[src/rtl/div4_seq_ctrl_pkg.sv]
// rtl/div4_seq_ctrl_pkg.sv - state encodings and iteration count for the 4-bit divider sequencer
package div4_seq_ctrl_pkg;

    typedef enum logic [1:0] {
        S_IDLE = 2'd0,
        S_ITER = 2'd1,
        S_FIN  = 2'd2
    } state_t;

    // One ITER cycle per quotient bit, counting 3 down to 0.
    localparam logic [1:0] DIV_CNT_INIT = 2'd3;

endpackage

[src/rtl/subr4.sv]
// rtl/subr4.sv - 4-bit ripple-borrow subtractor, DIFF = A - B with DIFF[4] as the borrow out
module subr4 (
    input  logic [3:0] A,
    input  logic [3:0] B,
    output logic [4:0] DIFF
);

    logic [4:0] bw;

    assign bw[0] = 1'b0;

    for (genvar i = 0; i < 4; i++) begin : g_bit
        assign DIFF[i]  = A[i] ^ B[i] ^ bw[i];
        assign bw[i+1]  = (~A[i] & B[i]) | (~(A[i] ^ B[i]) & bw[i]);
    end

    assign DIFF[4] = bw[4];

endmodule

[src/rtl/div4_seq_ctrl.sv]
// rtl/div4_seq_ctrl.sv - restoring 4-bit unsigned divider sequencer driving one subr4
// One quotient bit per ITER cycle; the result registers are only touched in FIN.
module div4_seq_ctrl
    import div4_seq_ctrl_pkg::*;
#(
    parameter int         WIDTH     = 4,
    parameter logic [3:0] DIV0_QUOT = 4'hF
) (
    input  logic       CLK,
    input  logic       RST,
    input  logic       START,
    input  logic [3:0] DIVIDEND,
    input  logic [3:0] DIVISOR,
    output logic       BUSY,
    output logic       DONE,
    output logic [3:0] QUOT,
    output logic [3:0] REM,
    output logic       DIV0
);

    if (WIDTH != 4) begin : g_width_err
        $error("div4_seq_ctrl: WIDTH must be 4");
    end

    state_t     state_q, state_d;
    logic [1:0] cnt_q, cnt_d;
    logic [3:0] d_q, d_d;
    logic [3:0] q_q, q_d;
    logic [3:0] r_q, r_d;
    logic [3:0] n_q, n_d;
    logic       z_q, z_d;
    logic [3:0] quot_q, quot_d;
    logic [3:0] rem_q, rem_d;
    logic       div0_q, div0_d;

    logic [4:0] rs;
    logic [4:0] diff;
    logic       take;

    // R < D always holds after a step, so the stored remainder needs only 4 bits.
    assign rs = {r_q, q_q[3]};

    subr4 u_subr4 (
        .A    (rs[3:0]),
        .B    (d_q),
        .DIFF (diff)
    );

    assign take = rs[4] | ~diff[4];

    always_comb begin
        state_d = state_q;
        cnt_d   = cnt_q;
        d_d     = d_q;
        q_d     = q_q;
        r_d     = r_q;
        n_d     = n_q;
        z_d     = z_q;
        quot_d  = quot_q;
        rem_d   = rem_q;
        div0_d  = div0_q;
        BUSY    = 1'b0;
        DONE    = 1'b0;

        case (state_q)
            S_IDLE: begin
                if (START) begin
                    d_d     = DIVISOR;
                    q_d     = DIVIDEND;
                    n_d     = DIVIDEND;
                    r_d     = 4'd0;
                    z_d     = (DIVISOR == 4'd0);
                    // Divide-by-zero spends a single ITER cycle so its DONE lands at T+2.
                    cnt_d   = (DIVISOR == 4'd0) ? 2'd0 : DIV_CNT_INIT;
                    state_d = S_ITER;
                end
            end
            S_ITER: begin
                BUSY  = 1'b1;
                r_d   = take ? diff[3:0] : rs[3:0];
                q_d   = {q_q[2:0], take};
                cnt_d = cnt_q - 2'd1;
                if (cnt_q == 2'd0) begin
                    state_d = S_FIN;
                end
            end
            S_FIN: begin
                BUSY    = 1'b1;
                DONE    = 1'b1;
                state_d = S_IDLE;
                if (z_q) begin
                    quot_d = DIV0_QUOT;
                    rem_d  = n_q;
                    div0_d = 1'b1;
                end else begin
                    quot_d = q_q;
                    rem_d  = r_q;
                    div0_d = 1'b0;
                end
            end
            default: begin
                state_d = S_IDLE;
            end
        endcase
    end

    always_ff @(posedge CLK) begin
        if (RST) begin
            state_q <= S_IDLE;
            cnt_q   <= 2'd0;
            d_q     <= 4'd0;
            q_q     <= 4'd0;
            r_q     <= 4'd0;
            n_q     <= 4'd0;
            z_q     <= 1'b0;
            quot_q  <= 4'd0;
            rem_q   <= 4'd0;
            div0_q  <= 1'b0;
        end else begin
            state_q <= state_d;
            cnt_q   <= cnt_d;
            d_q     <= d_d;
            q_q     <= q_d;
            r_q     <= r_d;
            n_q     <= n_d;
            z_q     <= z_d;
            quot_q  <= quot_d;
            rem_q   <= rem_d;
            div0_q  <= div0_d;
        end
    end

    assign QUOT = quot_q;
    assign REM  = rem_q;
    assign DIV0 = div0_q;

endmodule

[config.mk]
export PLATFORM = sky130hd
export DESIGN_NAME = div4_seq_ctrl
export DESIGN_NICKNAME = d
export VERILOG_FILES = /design/src/rtl/div4_seq_ctrl_pkg.sv /design/src/rtl/subr4.sv /design/src/rtl/div4_seq_ctrl.sv
export SDC_FILE = /design/constraint.sdc
export NUM_CORES = 1
export LEC_CHECK = 0
export BUFFER_PORTS_ARGS = -buffer_cell sky130_fd_sc_hd__buf_2
export CAP_MARGIN = 20
export CORE_MARGIN = 5
export CORE_UTILIZATION = 51
export CTS_CLUSTER_DIAMETER = 40
export DETAILED_ROUTE_END_ITERATION = 8
export PLACE_DENSITY = 0.73
export SYNTH_ARGS = -nofsm -noshare
export SYNTH_HDL_FRONTEND = slang
export SYNTH_SLANG_ARGS = --single-unit
[constraint.sdc]
create_clock -name CLK -period 2.9 [get_ports CLK]
set_clock_uncertainty 0.15 [all_clocks]
set_input_delay 0.435 -clock CLK [delete_from_list [all_inputs] [get_ports CLK]]
set_output_delay 0.435 -clock CLK [all_outputs]
set_load 0.005 [all_outputs]
Word level (Yosys, flattened, before mapping)
Index checks and enable logic that the tools add are counted.

Bits of input ports: 11. Output and inout bits: 11. Register bits: 30. Word-level logic and storage cells: 65.

Equal/unequal tests: 4. Reductions and logical operators: 8. Bitwise operators: 26. Mux-type cells: 16. Add/sub/neg operators: 1.

Operators with widths (count): 2-to-1 mux 4 bit (5); one-hot mux 4 bit (2 select lines) (2); 2-to-1 mux 2 bit (4); inverter 1 bit (8); one-hot mux 2 bit (2 select lines) (2); bitwise AND 1 bit (7); XOR 1 bit (7); AND reduction 2 bit (3); logical NOT 2 bit (2); logical NOT 4 bit (1); inequality test 2 bit, second input constant (2); OR 1 bit (4); 2-to-1 mux 1 bit (3); == test 2 x 1 -> 1 bit, second input constant (1); == test 2 bit, second input constant (1); nonzero test 2 bit (1); OR reduction 2 bit (1); subtractor 2 x 1 -> 2 bit, second input constant (1).

Longest topological paths before layout
Gate-level depths: netlist of run 1.

Depth in word-level cells: 12. Mapped depth: 9. Depth with buffers taken out: 8.

Modules after synthesis
Synthesis of run 1 repeated with hierarchy kept, for this count alone.

Cell total of the unflattened synthesis: 162. Area total of the unflattened synthesis: 1466.4 µm².

By module, submodules not included: div4_seq_ctrl (cells each 148, seq. area each 600.6 µm², area an instance 1356.3 µm², times used 1); subr4 (cells each 14, seq. area each 0.0 µm², area an instance 110.1 µm², times used 1).

Worst setup path after synthesis of run 1
Ideal clock, no wire load.

Path type: register to register. Start point: reg q_q[3]. End point: reg r_q[3]. Data required time: 2.633 ns. Setup time: 0.117 ns. Path buffers: 1. Arrival: 2.273 ns. Stages on the path, launching flop included: 10. Path slack: 0.360 ns. Clock period less this slack: 2.540 ns. Cells stage by stage: dfxtp_1 > inv_1 > ha_1 > fa_1 > fa_1 > fa_1 > nand2b_1 > clkbuf_1 > o22ai_1 > a32o_1.

Cells in the longest elaborated chain, start to end: 12. Elaborated cells on any way between the ends: 13. Classes of those cells: 2 x mux; 11 x bitwise.

RTL lines: start: declaration (line div4_seq_ctrl.sv:28) `logic [3:0] q_q, q_d;`; start signal: assignment (line div4_seq_ctrl.sv:123) `q_q <= q_d;`; inverter 1 bit * (line subr4.sv:14) `assign bw[i+1] = (~A[i] & B[i]) | (~(A[i] ^ B[i]) & bw[i]);`; bitwise AND 1 bit * (2 in series) (line subr4.sv:14); OR 1 bit * (line subr4.sv:14); bitwise AND 1 bit * (line subr4.sv:14); OR 1 bit * (line subr4.sv:14); bitwise AND 1 bit (line subr4.sv:14); OR 1 bit (line subr4.sv:14); inverter 1 bit (line div4_seq_ctrl.sv:49) `assign take = rs[4] | ~diff[4];`; OR 1 bit (line div4_seq_ctrl.sv:49); 2-to-1 mux 4 bit * (line div4_seq_ctrl.sv:80) `r_d = take ? diff[3:0] : rs[3:0];`; one-hot mux 4 bit (2 select lines) * (line div4_seq_ctrl.sv:65) `case (state_q)`; end signal: assignment (line div4_seq_ctrl.sv:124) `r_q <= r_d;`; end: declaration (line div4_seq_ctrl.sv:29) `logic [3:0] r_q, r_d;`.

Every way passes the cells marked *; elsewhere a longest branch is shown, timed or not. A chain may end at the register's enable or synchronous reset.

Worst setup path after layout of run 1
Ends and elaborated chain as after synthesis.

==> results of run 1 <==
## cell families (layout without fill, tap and decap cells)
| group | after synthesis | in the layout | synth area share (%) |
|---|---|---|---|
| flops | 30 | 30 | 42.5 |
| mux | 13 | 13 | 9.65 |
| buf+inv | 20 | 40 | 6.73 |
| fa+ha+maj | 8 | 8 | 8.68 |
| compound gates | 34 | 34 | 17.5 |
| simple gates | 47 | 47 | 14.9 |
## cell type report
class / count / area (um2) / share of cell area [%]
multi-input cells: 102 / 717 / 45.4
repair buffers: 21 / 105 / 6.65
clock inverters: 3 / 40.0 / 2.53
clock buffers: 5 / 37.5 / 2.38
flip-flops and latches: 30 / 601 / 38.0
well taps: 31 / 38.8 / 2.45
inverters: 11 / 41.3 / 2.61
## synthesized netlist by cell type
master,number,area [um2]
nand2_2,1,6.26
a211oi_2,3,37.5
buf_6,2,22.5
or2b_1,1,7.51
and2_1,1,6.26
mux2_2,1,11.3
a32o_1,1,10.0
o21ai_2,1,8.76
a211oi_1,8,60.1
inv_1,11,41.3
nor4_1,1,6.26
nor3b_1,2,15.0
nor2b_1,1,6.26
ha_1,5,62.6
a31o_2,1,8.76
mux2i_1,11,110
fa_1,3,60.1
nor2_1,17,63.8
clkbuf_1,2,7.51
buf_2,4,20.0
nand2_1,17,63.8
a31oi_1,2,12.5
mux2_4,1,15.0
nor3_1,2,10.0
o32a_1,1,10.0
nand2b_1,3,18.8
o22ai_1,3,18.8
buf_1,1,3.75
a22o_1,3,26.3
dfxtp_1,30,601
or3_1,1,6.26
a21oi_1,11,55.1
## sequential cells by signal, summed over array words and instances, names as in the netlist
| register | flops |
|---|---|
| QUOT | 4 |
| r_q | 4 |
| d_q | 4 |
| DIV0 | 1 |
| z_q | 1 |
| REM | 4 |
| state_q | 2 |
| q_q | 4 |
| cnt_q | 2 |
| n_q | 4 |
## critical path: stages (launching register included)
cell,delay [ns]
dfxtp_1,0.38
inv_1,0.08
ha_1,0.20
fa_1,0.39
fa_1,0.39
fa_1,0.41
nand2b_1,0.22
o22ai_1,0.13
a32o_1,0.22
## layer usage
metal  vias up  GRT usage (%)  part of all wire, %
met4         0           7.96                  2.3
met2        28           26.8                   46
li1        560              -                    -
met3         7           7.01                  6.1
met1       530           19.4                   45
met5         -              0                    0
## through the flow
stage               power (mW)  cell area, um2  setup WS [ns]  hold slack (ns)  utilization [%]
floorplan                0.772            1410          0.360            0.286                -
global placement         0.828            1500          0.384            0.295             55.4
detailed placement       0.846            1500          0.282            0.299             55.4
CTS                       1.17            1580          0.252            0.181             58.3
global route              1.25            1580          0.121            0.172             58.3
finish                    1.16            1580          0.227            0.193             58.3
## final timing paths
kind,startpoint,endpoint,cells past startpoint
setup / recovery,q_q[3],r_q[3],8
hold / removal,DIVISOR[3],d_q[3],3
setup reg to reg,q_q[3],r_q[3],8
hold reg to reg,n_q[0],n_q[0],2
## power by group through the flow
stage	combinational, mW	clock [mW]	sequential [mW]
6_report	0.328	0.328	0.508
5_1_grt	0.371	0.360	0.516
4_1_cts	0.331	0.335	0.508
3_5_place_dp	0.328	0	0.517
3_3_place_gp	0.315	0	0.514
2_1_floorplan	0.266	0	0.505
## cell usage in the layout (no fill, tap or decap), drive strengths merged
cell / n
a211oi: 11
a21oi: 11
a22o: 3
a31o: 1
a31oi: 2
a32o: 1
and2: 1
buf: 21
bufinv: 1
clkbuf: 5
clkinv: 2
dfxtp: 30
fa: 3
ha: 5
inv: 11
mux2: 2
mux2i: 11
nand2: 18
nand2b: 3
nor2: 17
nor2b: 1
nor3: 2
nor3b: 2
nor4: 1
o21ai: 1
o22ai: 3
o32a: 1
or2b: 1
or3: 1
==> flow_summary.ini, run 1 <==
[critical_path]
ff2ff_setup_slack_ns = 0.23
cp.required_ns = 2.98
crit_type = reg2reg
critPathArrivalTime_ns = 2.75
worstSetupStartpointType = register
cp_max_fo = 5
end_kind = register

[outcome]
status = finished clean

[synthesis]
syn-cell-area_um2 = 1410
ys_types = 32
synth_nets = 171
syn-mean-instance-area_um2 = 9.29
synth_seq_cells = 30
yosysSeqAreaShare_pct = 42.5
synth_cells = 152
yosysWarnings = 0

[clocking]
clk_pin_slew_worst_paths_ns = 0.09
cts_tree = done
cts-root-buf = clkbuf_4
h-tree-depth = 2
post-cts-setup-buffers = 0
cts.path.max_buffers = 2
numClockSinks = 30
hold_buffers = 0
clk_latency_ns = 0.33
cts_buffers = 5
ctsResizeCount = 0

[die]
die_w_um = 62.6
dieArea_um2 = 3920
top_level_ports = 22
start_util_pct = 52.1
rows = 19
core_area_um2 = 2710
die_y_um = 62.6

[sta]
final-hold-violation-count = 0
fmax_mhz = 374
min_period_ns = 2.67
relSlewSlack_pct = 57.2
fin_tns_setup_ns = 0
drv_slew = 0
rsz0062_at_grt = no
setup_violations = 0
post-route-period-util_pct = 92.2
tightest_slew_ns = 0.643

[min_path]
hp-class = in2reg

[cells_and_area]
nets = 190
antenna_cells = 0
layout-drive-gt1-share_pct = 21.5
num-fill-cells = 239
area_growth_pct = 11.9
instances_no_fill = 203

[global_routing]
grt_pass1_wl_mm = 5.20
antenna_found_initial = 0
grt_max_degree = 30
overflow = 0
first_global_vias = 1146
grt_usage_pct = 16.8

[placed_design]
hpwl_mm = 2.05
numPlacedInstances = 195
portBuffers = 21
globalplace.congestion = 0.806

[detailed_routing]
drc = 0
drtAntennaViolNets = 0
viasPerCell = 5.54
wl_per_cell_um = 14.3
drt-pass1-iter-count = 4
wl_mm = 2.91
drtIter0Drc = 33
dr_total_vias = 1125

[power_and_ir_drop]
internal_power_mw = 0.793
seq_power_share_pct = 43.7
pwr-share-comb_pct = 28.2
ir_drop_mv = 0.516
switchingPower_mw = 0.371
p_leak_nw = 0.647
clock_power_share_pct = 28.2
power.density_nw_per_um2 = 737
p_sw_share_pct = 31.9

[run]
cap_viol_max_count = 0
Note: power is estimated with default switching activity, not from simulation.
==> inputs of run 2 (changes only) <==
CORE_UTILIZATION = 49   (was 51)
clock period = 2.3 ns   (was 2.9 ns; I/O delays follow)
==> run 2 against run 1 <==
- the run now ends with negative setup slack left
- die area grew 3.4%
- maximum frequency rose by 14%
- cell count is 2.5% higher
- via count up 3.1%
- setup slack got worse by 0.26 ns
- sequential cell count did not move
- clock power up 1%
- largest power group unchanged
- largest cell class unchanged
- non-clock buffer count up 5
==> flow_summary.ini, run 2 (synthesized netlist as in run 1, its figures left out) <==
[cells_and_area]
antenna_cells = 0
postLayoutCoreUtil_pct = 59.1
layout_commonest_cell = dfxtp_1
ff_latch_area_um2 = 602
area_growth_pct = 15.4
nets = 195
instances_no_fill = 208
layout-drive-gt1-share_pct = 27.7
multi_input_area_um2 = 746
final_cell_mix = dfxtp_1, buf_2, nand2_1, nor2_1
num-fill-cells = 255

[die]
top_level_ports = 22
rows = 19
dieArea_um2 = 4060
core_area_um2 = 2760
die_y_um = 63.7
die_w_um = 63.7
start_util_pct = 51.2

[detailed_routing]
drc = 0
drtAntennaViolNets = 0
viasPerCell = 5.58
wl_per_cell_um = 14.9
wl_mm = 3.10
drtIter0Drc = 49
dr_total_vias = 1160
drt-pass1-iter-count = 4

[sta]
setup_violations = 1
post-route-period-util_pct = 102
fmax_mhz = 428
final-hold-violation-count = 0
min_period_ns = 2.34
fin_tns_setup_ns = -0.0368
setup_ws_ns = -0.0368
rsz0062_at_grt = yes
tightest_slew_ns = 0.488
relSlewSlack_pct = 67.2
drv_slew = 0

[clocking]
clk_latency_ns = 0.33
cts_tree = done
cts.path.max_buffers = 2
h-tree-depth = 2
cts_buffers = 5
clk_pin_slew_worst_paths_ns = 0.10
hold_buffers = 0
numClockSinks = 30
cts-root-buf = clkbuf_4

[critical_path]
critPathArrivalTime_ns = 2.42
crit_path_frequent_cell = fa_2
worst-path-buf-inv = 1
crit_type = reg2reg
crit_chain = inv_2 -> ha_4 -> fa_2 -> fa_2 -> fa_2 -> o21ai_2 -> a32o_2
end_kind = register
cpMaxStageDelayCell = fa_2
slowest_delay_ns = 0.56
cp.required_ns = 2.39
cpLargestDelayFamily = adder cells
cp_max_fo = 2
worstSetupStartpointType = register

[global_routing]
grt_max_degree = 21
first_global_vias = 1167
grt_pass1_wl_mm = 5.32
antenna_found_initial = 0
overflow = 0
grt_usage_pct = 16.9

[placed_design]
globalplace.congestion = 0.766
portBuffers = 21
dpl_worst_slack_ns = -0.104
hpwl_mm = 2.18
numPlacedInstances = 199

[outcome]
status = finished, violations left
violations = negative setup slack

[min_path]
hp-class = in2reg

[power_and_ir_drop]
p_leak_nw = 0.669
p_total_mw = 1.42
power.density_nw_per_um2 = 874
ir_drop_mv = 0.612

[run]
cap_viol_max_count = 0
run 2: changes by cell type in the layout (fill, tap and decap cells not counted), sizes merged:
cell    change
bufinv      -1
buf         +5
clkinv      -1
clkbuf      +2
run 2: repair_timing:
action / in CTS / in global routing
endpoints found under the setup margin: 5 / 4
gates resized for setup: 5 / 1
setup buffers: 0 / 1
run 2: cell type report:
| type | count | area share, % |
|---|---|---|
| Clock buffer | 7 | 3.38 |
| Clock inverter | 1 | 0.307 |
| Inverter | 11 | 2.53 |
| Multi-Input combinational cell | 102 | 45.7 |
| Sequential cell | 30 | 36.9 |
| Tap cell | 31 | 2.38 |
| Timing Repair Buffer | 26 | 8.75 |
run 2: per-stage QoR:
stage	area [um2]	hold WS, ns
finish	1630	0.109
global route	1630	0.106
floorplan	1430	0.286
CTS	1620	0.101
global placement	1540	0.295
detailed placement	1540	0.298
run 2: where the power goes:
part / switching [mW] / total [mW] / internal [mW]
sequential: 0.0512 / 0.642 / 0.591
combinational: 0.240 / 0.451 / 0.211
clock: 0.184 / 0.332 / 0.148
run 2: tightest hold or removal path: stages:
cell and delay, ns:
buf_2 0.11, nand2_1 0.05, a21oi_1 0.05
run 2: final timing paths:
kind                                  start     end  slack, ns  cells after the start
worst max-delay path                 q_q[3]  r_q[3]      -0.04                      7
worst min register to register       n_q[0]  n_q[0]       0.31                      2
worst min-delay path            DIVIDEND[3]  n_q[3]       0.11                      3
worst max register to register       q_q[3]  r_q[3]      -0.04                      7
run 2: routing by layer:
layer	up-vias	share of wire, %	wire, um	track usage, %
li1	568	-	-	-
met1	549	44	1360	19.6
met2	31	47	1470	27.8
met3	12	5.6	174	6.04
met4	0	2.9	90	7.53
met5	-	0	0	0
